--- config.mk ---
export PLATFORM = sky130hd
export DESIGN_NAME = instr_fetch_buffer
export DESIGN_NICKNAME = d
export VERILOG_FILES = /design/src/rtl/riscv_fetch_pkg.sv /design/src/rtl/fetch_ring_buffer.sv /design/src/rtl/instr_fetch_buffer.sv
export SDC_FILE = /design/constraint.sdc
export NUM_CORES = 1
export LEC_CHECK = 0
export CORE_ASPECT_RATIO = 1.2
export CORE_MARGIN = 2
export CORE_UTILIZATION = 51
export CTS_CLUSTER_SIZE = 40
export DETAILED_ROUTE_END_ITERATION = 10
export PLACE_DENSITY = 0.9
export REMOVE_ABC_BUFFERS = 1
export SYNTH_ARGS = -nofsm -noshare
export SYNTH_HDL_FRONTEND = slang
export SYNTH_SLANG_ARGS = --single-unit
--- constraint.sdc ---
create_clock -name i_clk -period 2.55 [get_ports i_clk]
set_input_delay 0.51 -clock i_clk [delete_from_list [all_inputs] [get_ports i_clk]]
set_output_delay 0.51 -clock i_clk [all_outputs]
set_load 0.005 [all_outputs]
--- src/rtl/riscv_fetch_pkg.sv ---
// Shared fetch-stage types and helpers.
// Imported by the prefetch buffer and its ring storage.
package riscv_fetch_pkg;

  typedef struct packed {
    logic [31:0] pc;
    logic [31:0] instr;
    logic        full;
  } fetchEntry_t;

  localparam logic [31:0] PC_STEP          = 32'd4;
  localparam logic [31:0] RESET_PC_DEFAULT = 32'h0;

  function automatic logic [31:0] alignPc(input logic [31:0] pc);
    return {pc[31:2], 2'b00};
  endfunction

endpackage

--- src/rtl/fetch_ring_buffer.sv ---
// Circular prefetch storage with alloc/fill/read pointers.
// Entries are reserved at request time and filled in order.
module fetch_ring_buffer
  import riscv_fetch_pkg::*;
#(
  parameter  int DEPTH = 2,
  localparam int PW    = $clog2(DEPTH) + 1
) (
  input  logic          clk_i,
  input  logic          rst_ni,
  input  logic          alloc_i,
  input  logic [31:0]   alloc_pc_i,
  input  logic          fill_i,
  input  logic [31:0]   fill_data_i,
  input  logic          pop_i,
  input  logic          flush_i,
  output fetchEntry_t   head_o,
  output logic [PW-1:0] used_o,
  output logic [PW-1:0] outstanding_o
);

  localparam int IW = $clog2(DEPTH);

  logic [PW-1:0] alloc_q, alloc_d;
  logic [PW-1:0] fill_q, fill_d;
  logic [PW-1:0] read_q, read_d;
  fetchEntry_t   mem_q [DEPTH];
  fetchEntry_t   mem_d [DEPTH];

  // Next-state of pointers and entries; flush wins over everything.
  always_comb begin
    alloc_d = alloc_q;
    fill_d  = fill_q;
    read_d  = read_q;
    mem_d   = mem_q;
    if (flush_i) begin
      alloc_d = '0;
      fill_d  = '0;
      read_d  = '0;
      for (int i = 0; i < DEPTH; i++) begin
        mem_d[i].full = 1'b0;
      end
    end else begin
      if (alloc_i) begin
        mem_d[alloc_q[IW-1:0]].pc = alloc_pc_i;
        alloc_d = alloc_q + PW'(1);
      end
      if (fill_i) begin
        mem_d[fill_q[IW-1:0]].instr = fill_data_i;
        mem_d[fill_q[IW-1:0]].full  = 1'b1;
        fill_d = fill_q + PW'(1);
      end
      if (pop_i) begin
        mem_d[read_q[IW-1:0]].full = 1'b0;
        read_d = read_q + PW'(1);
      end
    end
  end

  // Pointer and entry registers.
  always_ff @(posedge clk_i or negedge rst_ni) begin
    if (!rst_ni) begin
      alloc_q <= '0;
      fill_q  <= '0;
      read_q  <= '0;
      mem_q   <= '{default: '0};
    end else begin
      alloc_q <= alloc_d;
      fill_q  <= fill_d;
      read_q  <= read_d;
      mem_q   <= mem_d;
    end
  end

  assign head_o        = mem_q[read_q[IW-1:0]];
  assign used_o        = alloc_q - read_q;
  assign outstanding_o = alloc_q - fill_q;

endmodule

--- src/rtl/instr_fetch_buffer.sv ---
// Fetch stage: owns fetch PC, issues imem requests,
// buffers responses and drops stale ones after redirect.
module instr_fetch_buffer
  import riscv_fetch_pkg::*;
#(
  parameter int          DEPTH    = 2,
  parameter logic [31:0] RESET_PC = RESET_PC_DEFAULT
) (
  input  logic        i_clk,
  input  logic        i_arstn,
  output logic        o_imemReqValid,
  input  logic        i_imemReqReady,
  output logic [31:0] o_imemReqAddr,
  input  logic        i_imemRspValid,
  input  logic [31:0] i_imemRspData,
  output logic        o_instrValid,
  input  logic        i_instrReady,
  output logic [31:0] o_instr,
  output logic [31:0] o_instrPc,
  input  logic        i_redirectValid,
  input  logic [31:0] i_redirectPc
);

  localparam int PW = $clog2(DEPTH) + 1;
  localparam int DW = $clog2(DEPTH + 1);

  logic [31:0]   fetchPc_q, fetchPc_d;
  logic [DW-1:0] dropCnt_q, dropCnt_d;
  logic [PW-1:0] used;
  logic [PW-1:0] outstanding;
  fetchEntry_t   head;
  logic          reqFire;
  logic          rspFill;
  logic          consume;

  assign o_imemReqValid = i_arstn && (used < PW'(DEPTH))
                          && !i_redirectValid;
  assign o_imemReqAddr  = fetchPc_q;
  assign reqFire        = o_imemReqValid && i_imemReqReady;
  assign rspFill        = i_imemRspValid && (dropCnt_q == '0)
                          && !i_redirectValid;
  assign consume        = head.full && i_instrReady
                          && !i_redirectValid;

  assign o_instrValid = head.full;
  assign o_instr      = head.instr;
  assign o_instrPc    = head.pc;

  fetch_ring_buffer #(
    .DEPTH (DEPTH)
  ) u_ring (
    .clk_i         (i_clk),
    .rst_ni        (i_arstn),
    .alloc_i       (reqFire),
    .alloc_pc_i    (fetchPc_q),
    .fill_i        (rspFill),
    .fill_data_i   (i_imemRspData),
    .pop_i         (consume),
    .flush_i       (i_redirectValid),
    .head_o        (head),
    .used_o        (used),
    .outstanding_o (outstanding)
  );

  // Fetch PC advance and stale-response drop accounting.
  always_comb begin
    fetchPc_d = fetchPc_q;
    dropCnt_d = dropCnt_q;
    if (i_redirectValid) begin
      fetchPc_d = alignPc(i_redirectPc);
      dropCnt_d = dropCnt_q + DW'(outstanding)
                  - DW'(i_imemRspValid);
    end else begin
      if (reqFire) begin
        fetchPc_d = fetchPc_q + PC_STEP;
      end
      if (i_imemRspValid && (dropCnt_q != '0)) begin
        dropCnt_d = dropCnt_q - DW'(1);
      end
    end
  end

  // Fetch PC and drop counter registers.
  always_ff @(posedge i_clk or negedge i_arstn) begin
    if (!i_arstn) begin
      fetchPc_q <= alignPc(RESET_PC);
      dropCnt_q <= '0;
    end else begin
      fetchPc_q <= fetchPc_d;
      dropCnt_q <= dropCnt_d;
    end
  end

  // A response with nothing in flight breaks the memory protocol.
  always_ff @(posedge i_clk) begin
    if (i_arstn && i_imemRspValid) begin
      assert ((dropCnt_q != '0) || (outstanding != '0))
        else $error("imem response with nothing outstanding");
    end
  end

endmodule
---- After elaboration in Yosys (flattened, before gate mapping) ----
Index checks and enable logic that the tools add are counted.
word-level totals
  output and inout port bits .............. 98
  bits in registers ....................... 170
  bits of input ports ..................... 70
operators by class
  muxes and demuxes ....................... 32
  magnitude comparators ................... 7
  bitwise logic cells ..................... 3
  $add $sub $neg .......................... 9
  reduce and logical (&&, ||, !) cells .... 18
operator list
  kind                                                        number
  two-way mux 130 bit                                         5
  bitwise mux 130 bit                                         4
  demux 65 bit (select 1 bit)                                 4
  two-way mux 65 bit                                          4
  two-way mux 32 bit                                          2
  two-way mux 33 bit                                          1
  adder 32 x 3 -> 32 bit, second input constant               1
  two-way mux 2 bit                                           8
  logical AND 1 bit                                           11
  nonzero test 2 bit                                          5
  adder 2 x 1 -> 2 bit, second input constant                 3
  greater-or-equal comparator 2 bit, second input constant    3
  less-than comparator 2 x 1 -> 1 bit, second input constant  3
  inverter 1 -> 2 bit                                         3
  two-way mux 1 bit                                           4
  subtractor 2 bit                                            2
  adder 2 bit                                                 1
  logical NOT 2 bit                                           1
  less-than comparator 2 bit, second input constant           1
  subtractor 2 x 1 -> 2 bit                                   1
  subtractor 2 x 1 -> 2 bit, second input constant            1
  logical NOT 1 bit                                           1

---- Longest topological paths before layout ----
  depth after elaboration ................. 15
  mapped depth ............................ 9
  depth with buffers taken out ............ 9

---- Modules after synthesis ----
Synthesis repeated with hierarchy kept, for this count alone.
second synthesis, totals
  cells, all modules ...................... 613
  area total of the unflattened synthesis .. 8084.0 sq um
by module, submodules not included
  module              cells each  times used  area each (sq um)
  fetch_ring_buffer   387         1           6035.8
  instr_fetch_buffer  226         1           2048.2

---- Worst setup path before layout ----
No wires, ideal clock.
  path kind ............................... input-to-reg
  from .................................... in i_imemRspValid
  to ...................................... reg dropCnt_q[1]
  stages .................................. 8
  setup time .............................. 0.137 ns
  data required time ...................... 2.413 ns
  path buffers ............................ 0
  data arrival time ....................... 2.182 ns
  slack ................................... 0.231 ns
  cell sequence ........................... fa_1 > fa_1 > inv_1 > ha_1 > xnor2_1 > xnor2_1 > xnor2_1 > a21oi_1
between the ends
  cells in the longest elaborated chain, start to end .. 2
  elaborated cells between the ends (all ways) .. 4
  those cells by class .................... add/sub (1); mux (1); reduce/logical (2)
RTL lines
  what                                                                   line                                                source
  from (decl)                                                            instr_fetch_buffer.sv:14                            input logic i_imemRspValid,
  subtractor 2 x 1 -> 2 bit / logical AND 1 bit (equally long branches)  instr_fetch_buffer.sv:72, instr_fetch_buffer.sv:77
  two-way mux 2 bit / nonzero test 2 bit (equally long branches)         -
  to (signal assigned)                                                   instr_fetch_buffer.sv:90                            dropCnt_q <= dropCnt_d;
  to (decl)                                                              instr_fetch_buffer.sv:28                            logic [DW-1:0] dropCnt_q, dropCnt_d;
Parallel ways exist; a longest one is shown, timed or not.
A chain may end at the register's enable or synchronous reset.

---- Worst setup path after layout ----
  from .................................... reg u_ring.read_q[0]
  to ...................................... out o_instr[26]
between the ends
  cells in the longest elaborated chain, start to end .. 4
RTL lines
  what                                                    line                      source
  from (decl)                                             fetch_ring_buffer.sv:26   logic [PW-1:0] read_q, read_d;
  from (signal assigned)                                  fetch_ring_buffer.sv:70   read_q <= read_d;
  inverter 1 -> 2 bit (not written as such)               fetch_ring_buffer.sv:75   assign head_o = mem_q[read_q[IW-1:0]];
  two-way mux 65 bit (not written as such) (3 in series)  fetch_ring_buffer.sv:75
  to (decl)                                               instr_fetch_buffer.sv:18  output logic [31:0] o_instr,
Every way passes these cells. The select of a mux whose other input is x is not followed.

==> impl_metrics.tcl <==
set metrics [dict create \
    synth_area_per_cell_um2 13.00 \
    synthTopCellsByArea "dfrtp_1 (52%), mux2_2 (27%), xnor2_1 (3.3%), nand2_1 (2.1%), a2111oi_4 (1.7%)" \
    power_frac_clock_pct 27.0 \
    pwr-share-comb_pct 33.9 \
    worstMarginPinSlew_ns 0.8380 \
    finalSetupViolCount 0 \
    grt_pass1_vias 6290 \
    ys_seq_elements 164 \
    synthFlopType "dfrtp_1" \
    swShare_pct 26.49 \
    required_ns 2.04 \
    grt_pass1_wl_um 32000 \
    die_w_um 117.8 \
    clock_latency_ns 0.43 \
    finClkSkew_ns 0.009211 \
    critical_path.endpoint_type "output pin" \
    synth_edf_count 0 \
    power.internal_w 0.007504 \
    min_period_ns 2.521 \
    synth_cells 610 \
    wl_per_cell_um 19.42 \
    die_height_um 140.6 \
    layout.nets 869 \
    drcViolationCount 0 \
    drv_cap 0 \
    antenna_left 0 \
    synth_top_area_cell "dfrtp_1" \
    vias 5706 \
    io_buffers 161 \
    numCtsBuffers 17 \
    start_kind "flip-flop" \
    synth_cell_types 44 \
    critPathKind "flip-flop to output pin" \
    min_period_over_period_pct 98.86 \
    relSlewSlack_pct 44.14 \
    synthTopCellsByCount "mux2_2 (191), dfrtp_1 (164), nand2_1 (44)" \
    hp-class "input pin to asynchronous set/reset pin" \
    path_cells "buf_12, mux2_2, clkdlybuf4s50_1" \
    drv_slew 0 \
    slowest_stage "clkdlybuf4s50_1" \
    rsz0062_at_grt "true" \
    clkTransAtPathRegs_ns 0.06 \
    cts_max_path_buffers 2 \
    area_growth_pct 34.66 \
    yosysSeqAreaShare_pct 51.74 \
    cts_root_buffer "clkbuf_16" \
    run_status "complete, no violations" \
    htreeDepth 4 \
    dieArea_um2 16570 \
    async_reset_ff_share_pct 100.0 \
    wl_um 19590 \
    fmaxAchievable_mhz 396.7 \
    p_sw_w 0.002704 \
    tns_ns 0 \
    power_density_nw_per_um2 955.7 \
    p_leak_nw 4.488 \
    antenna_cells 0 \
    netlist_area_um2 7931 \
    grt_start_max_net_pins 68 \
    cts.sinks 164 \
    worstPathArrival_ns 2.01 \
    drtIter0Drc 361 \
    core-area_um2 15080 \
    nFillCells 1047 \
    ys.warnings.count 0 \
    vias_per_cell 5.655 \
    max-vdd-ir-drop_v 0.0006889 \
    grt_usage_pct 24.44 \
    fp-row-count 49 \
    critPathMaxStageDelay_ns 0.46 \
    seqPwrFrac_pct 39.1 \
    start_util_pct 52.59 \
    synth_top_area_share_pct 51.74 \
    io_pins 168 \
    antenna_found_initial 0 \
    firstDrtPassIters 4 \
    drive_gt1_share_pct 35.65 \
    gp_congestion 0.8716 \
    cts_tree "built" \
    yosysMostFrequentCell "mux2_2" \
    power.total_w 0.01021 \
    hold_viol 0 \
    grt_remaining_overflow 0 \
    crit_fanout 46 \
    dpl.hpwl_um 13570 \
]
layer usage:
| layer | share of wire, % | up-vias | wire length, um | global-route usage (%) |
|---|---|---|---|---|
| met5 | 0 | - | 0 | 0 |
| met4 | 3.3 | 0 | 649 | 10.97 |
| met3 | 6.7 | 54 | 1314 | 7.241 |
| met2 | 51 | 219 | 10040 | 43.05 |
| met1 | 39 | 2892 | 7582 | 27.44 |
| li1 | - | 2541 | - | - |
final timing paths:
kind / from / endpoint / slack [ns] / depth (start not counted)
worst max-delay path: u_ring.read_q[0] / o_instr[26] / 0.03 / 3
worst min-delay path: i_arstn / o_imemReqAddr[9] / 0.19 / 2
worst min register to register: u_ring.mem_q[59] / u_ring.mem_q[59] / 0.50 / 1
worst max register to register: u_ring.alloc_q[1] / o_imemReqAddr[20] / 0.14 / 7
max in group asynchronous: i_arstn / u_ring.mem_q[114] / 1.10 / 3
min in group i_clk: u_ring.mem_q[59] / u_ring.mem_q[59] / 0.50 / 1
worst max-delay path, delay by kind of cell, from the launching register on:
kind | cells | cell delay [ns]
buffers and inverters | 2 | 0.74
muxes | 1 | 0.39
DFF | 1 | 0.42
area by class of cell:
class	instances	area (um^2)	area share, %
Clock buffer	20	446.7	4.182
Clock inverter	10	181.4	1.699
Inverter	9	33.78	0.3163
Multi-Input combinational cell	398	3647	34.15
Sequential cell	164	4106	38.45
Tap cell	204	255.2	2.390
Timing Repair Buffer	204	2009	18.81
through the flow:
stage | setup WS, ns | cell area, um^2 | cells | hold WS [ns] | util [%]
after CTS | 0.02137 | 10650 | 1009 | 0.1892 | 70.64
after global routing | -0.03469 | 10680 | 1009 | 0.2266 | 70.81
after floorplan | -2.382 | 7747 | 571 | 0.2144 | -
after detailed placement | -0.3697 | 10000 | 978 | 0.4901 | 66.33
after global placement | -0.2739 | 10000 | 978 | 0.4814 | 66.33
final | 0.02905 | 10680 | 1009 | 0.1874 | 70.81
logic make-up (layout without fill, tap and decap cells):
group | count (synthesis) | in the layout | share of synthesized area, %
mux | 192 | 192 | 27.24
flops | 164 | 164 | 51.74
buf+inv | 51 | 243 | 2.887
simple gates | 106 | 106 | 6.736
fa+ha+maj | 5 | 5 | 0.9781
compound gates | 51 | 51 | 5.853
xor+xnor | 40 | 40 | 4.512
other cells | 1 | 4 | 0.04728
layout by cell type (no fill, tap or decap), types with 5 or more instances in the layout:
master           count
buf_4               37
nand2_1             44
nor4_1               7
nand4_1              9
clkbuf_16           17
xnor2_1             28
nand3_1             11
bufinv_16            5
nor2_1              10
o21ai_0             16
dlymetal6s2s_1       5
xor2_1               9
inv_1                9
mux2_2             190
a2111oi_2            6
buf_12               5
dfrtp_1            162
o21ai_1              9
a2111oi_4            5
clkdlybuf4s50_1    154
sequential cells by signal (all words and copies together) (netlist names):
signal,count
dropCnt_q,2
u_ring.read_q,2
u_ring.alloc_q,2
u_ring.fill_q,2
u_ring.mem_q,126
o_imemReqAddr,30
timing repair:
action                                  CTS  global route
gates resized for setup                   3             9
pin swaps                                 2             2
hold buffers                              0             0
endpoints found under the setup margin    1            11
buffers inserted                          1             0
power groups by stage:
stage	clock (W)	combinational, W	sequential [W]
after floorplan	0	0.00179	0.00388
after global placement	0	0.00330	0.00391
after detailed placement	0	0.00344	0.00402
after CTS	0.00280	0.00348	0.00398
after global routing	0.00290	0.00374	0.00409
final	0.00276	0.00346	0.00399
Power figures use the tool's default switching activity.
==> RTL change (same settings) <==
`DEPTH` is set to 2 in 2 places; all go to 4.
--- a/src/rtl/fetch_ring_buffer.sv
+++ b/src/rtl/fetch_ring_buffer.sv
@@ -4,5 +4,5 @@
   import riscv_fetch_pkg::*;
 #(
-  parameter  int DEPTH = 2,
+  parameter  int DEPTH = 4,
   localparam int PW    = $clog2(DEPTH) + 1
 ) (
--- a/src/rtl/instr_fetch_buffer.sv
+++ b/src/rtl/instr_fetch_buffer.sv
@@ -4,5 +4,5 @@
   import riscv_fetch_pkg::*;
 #(
-  parameter int          DEPTH    = 2,
+  parameter int          DEPTH    = 4,
   parameter logic [31:0] RESET_PC = RESET_PC_DEFAULT
 ) (
Behaviour: not the same (a bounded check fails within 4 cycles, from zero or initial values and one cycle with i_arstn low).
==> RTL change against the unedited design <==
The flow now finishes with violations (negative setup slack). Final area is 66% higher. Synthesized area up 75%. Clock skew up 0.0014 ns. Sequential cell count increased by 130. Total power grew 51%. First-iteration DRC count grew 57%. Worst setup slack worse by 0.21 ns. Routed wire length is 78% higher. Critical path type is now reg -> reg. Critical endpoint is now dropCnt_q[2].
==> RTL change: results (changes against the unedited design) <==
Critical path
  • CP arrival: 3.17 ns (+1.16 ns)
  • Origin of the worst setup path: u_ring.fill_q[0]
  • Critical Path Fanout Max: 2 (-96%)
  • Worst setup EP type: flip-flop
  • Cell family with most CP delay: adder cells
  • R2r worst-path depth: 11 (+4)
  • Critical path's slowest cell: fa_1
  • CP Capture Point: dropCnt_q[2]
  • Max incr delay on CP: 0.48 ns (+0.02 ns)

Power and ir drop
  • Clock Power: 4.72 mW (+71%)
  • Seq. pwr: 6.41 mW (+61%)
  • Clk pwr share: 30.6% (+3.6 points)

STA
  • Setup Skew: 0.0106 ns (+0.00143 ns)
  • Final setup vio count: 19 (+19)
  • Post-route setup TNS: -0.557 ns (-0.557 ns)
  • Worst setup margin: -0.177 ns (-0.206 ns)
  • Worst hold slack: 0.0530 ns (-0.134 ns)
  • Worst slew margin: 39.1% (-5.0 points)

Clocking
  • H-tree depth: 1 (-3)
  • CTS Buf Count: 31 (+14)
  • Clock latency on the worst-skew pair: 0.55 ns (+0.12 ns)
  • Max clock buf depth: 3 (+1)

Placed design
  • Setup Slack @ Placement: -0.931 ns (-0.562 ns)
  • Dpl cell area: 16,300 sq um (+62%)
  • Detailed Place HPWL: 20.7 mm (+53%)

Synthesis
  • Synth area leaders: dfrtp_1, mux2_2, mux4_2
  • Synth unique cells: 50 (+14%)
  • Syn Area/Cell: 14.8 sq um (+14%)

Status
  • Failing checks: negative setup slack
  • Status: complete, but fails checks

Global routing
  • Pin count of the biggest net entering global routing: 165 (+140%)
  • GR met3 Demand/Resource: 6.11% (-1.1 points)
  • Global-route wire length before repair: 54.8 mm (+71%)
  • Global-route total usage across every layer: 24.5% (+0.077 points)

Cells and area
  • Layout cells sized above 1: 45.5% (+9.9 points)
  • Largest register FFs: 252 (+100%)

Route
  • Via density: 5.94 (+5.0%)
[RTL change: layout make-up]
type	instances	area [sq um]
Clock buffer	34	807
Clock inverter	23	262
Fill cell	1843	9150
Inverter	21	78.8
Multi-Input combinational cell	558	6170
Sequential cell	294	7360
Tap cell	340	425
Timing Repair Buffer	258	2670
[RTL change: cell families after synthesis]
family,Yosys count,share of synthesized area (%)
adder cells (fa/ha/maj),21,2.11
AND/OR/NAND/NOR,139,4.99
multiplexers,315,32.2
flip-flops,294,52.9
buffers and inverters,89,3.04
XOR/XNOR,12,0.756
AO/OA/AOI/OAI,67,3.94
other,1,0.0270
[RTL change: what timing repair did]
| item | in CTS | in global routing |
|---|---|---|
| pin swaps | 5 | 8 |
| gates cloned | 7 | 1 |
| setup endpoints to repair | 65 | 64 |
| gates resized for setup | 229 | 60 |
| buffers inserted | 26 | 10 |
[RTL change: layer usage]
metal  up-vias  wire length (microns)
met3        66                   2630
met5         -                     13
li1       3919                      -
met4         2                    820
met2       343                  17400
met1      4742                  14100
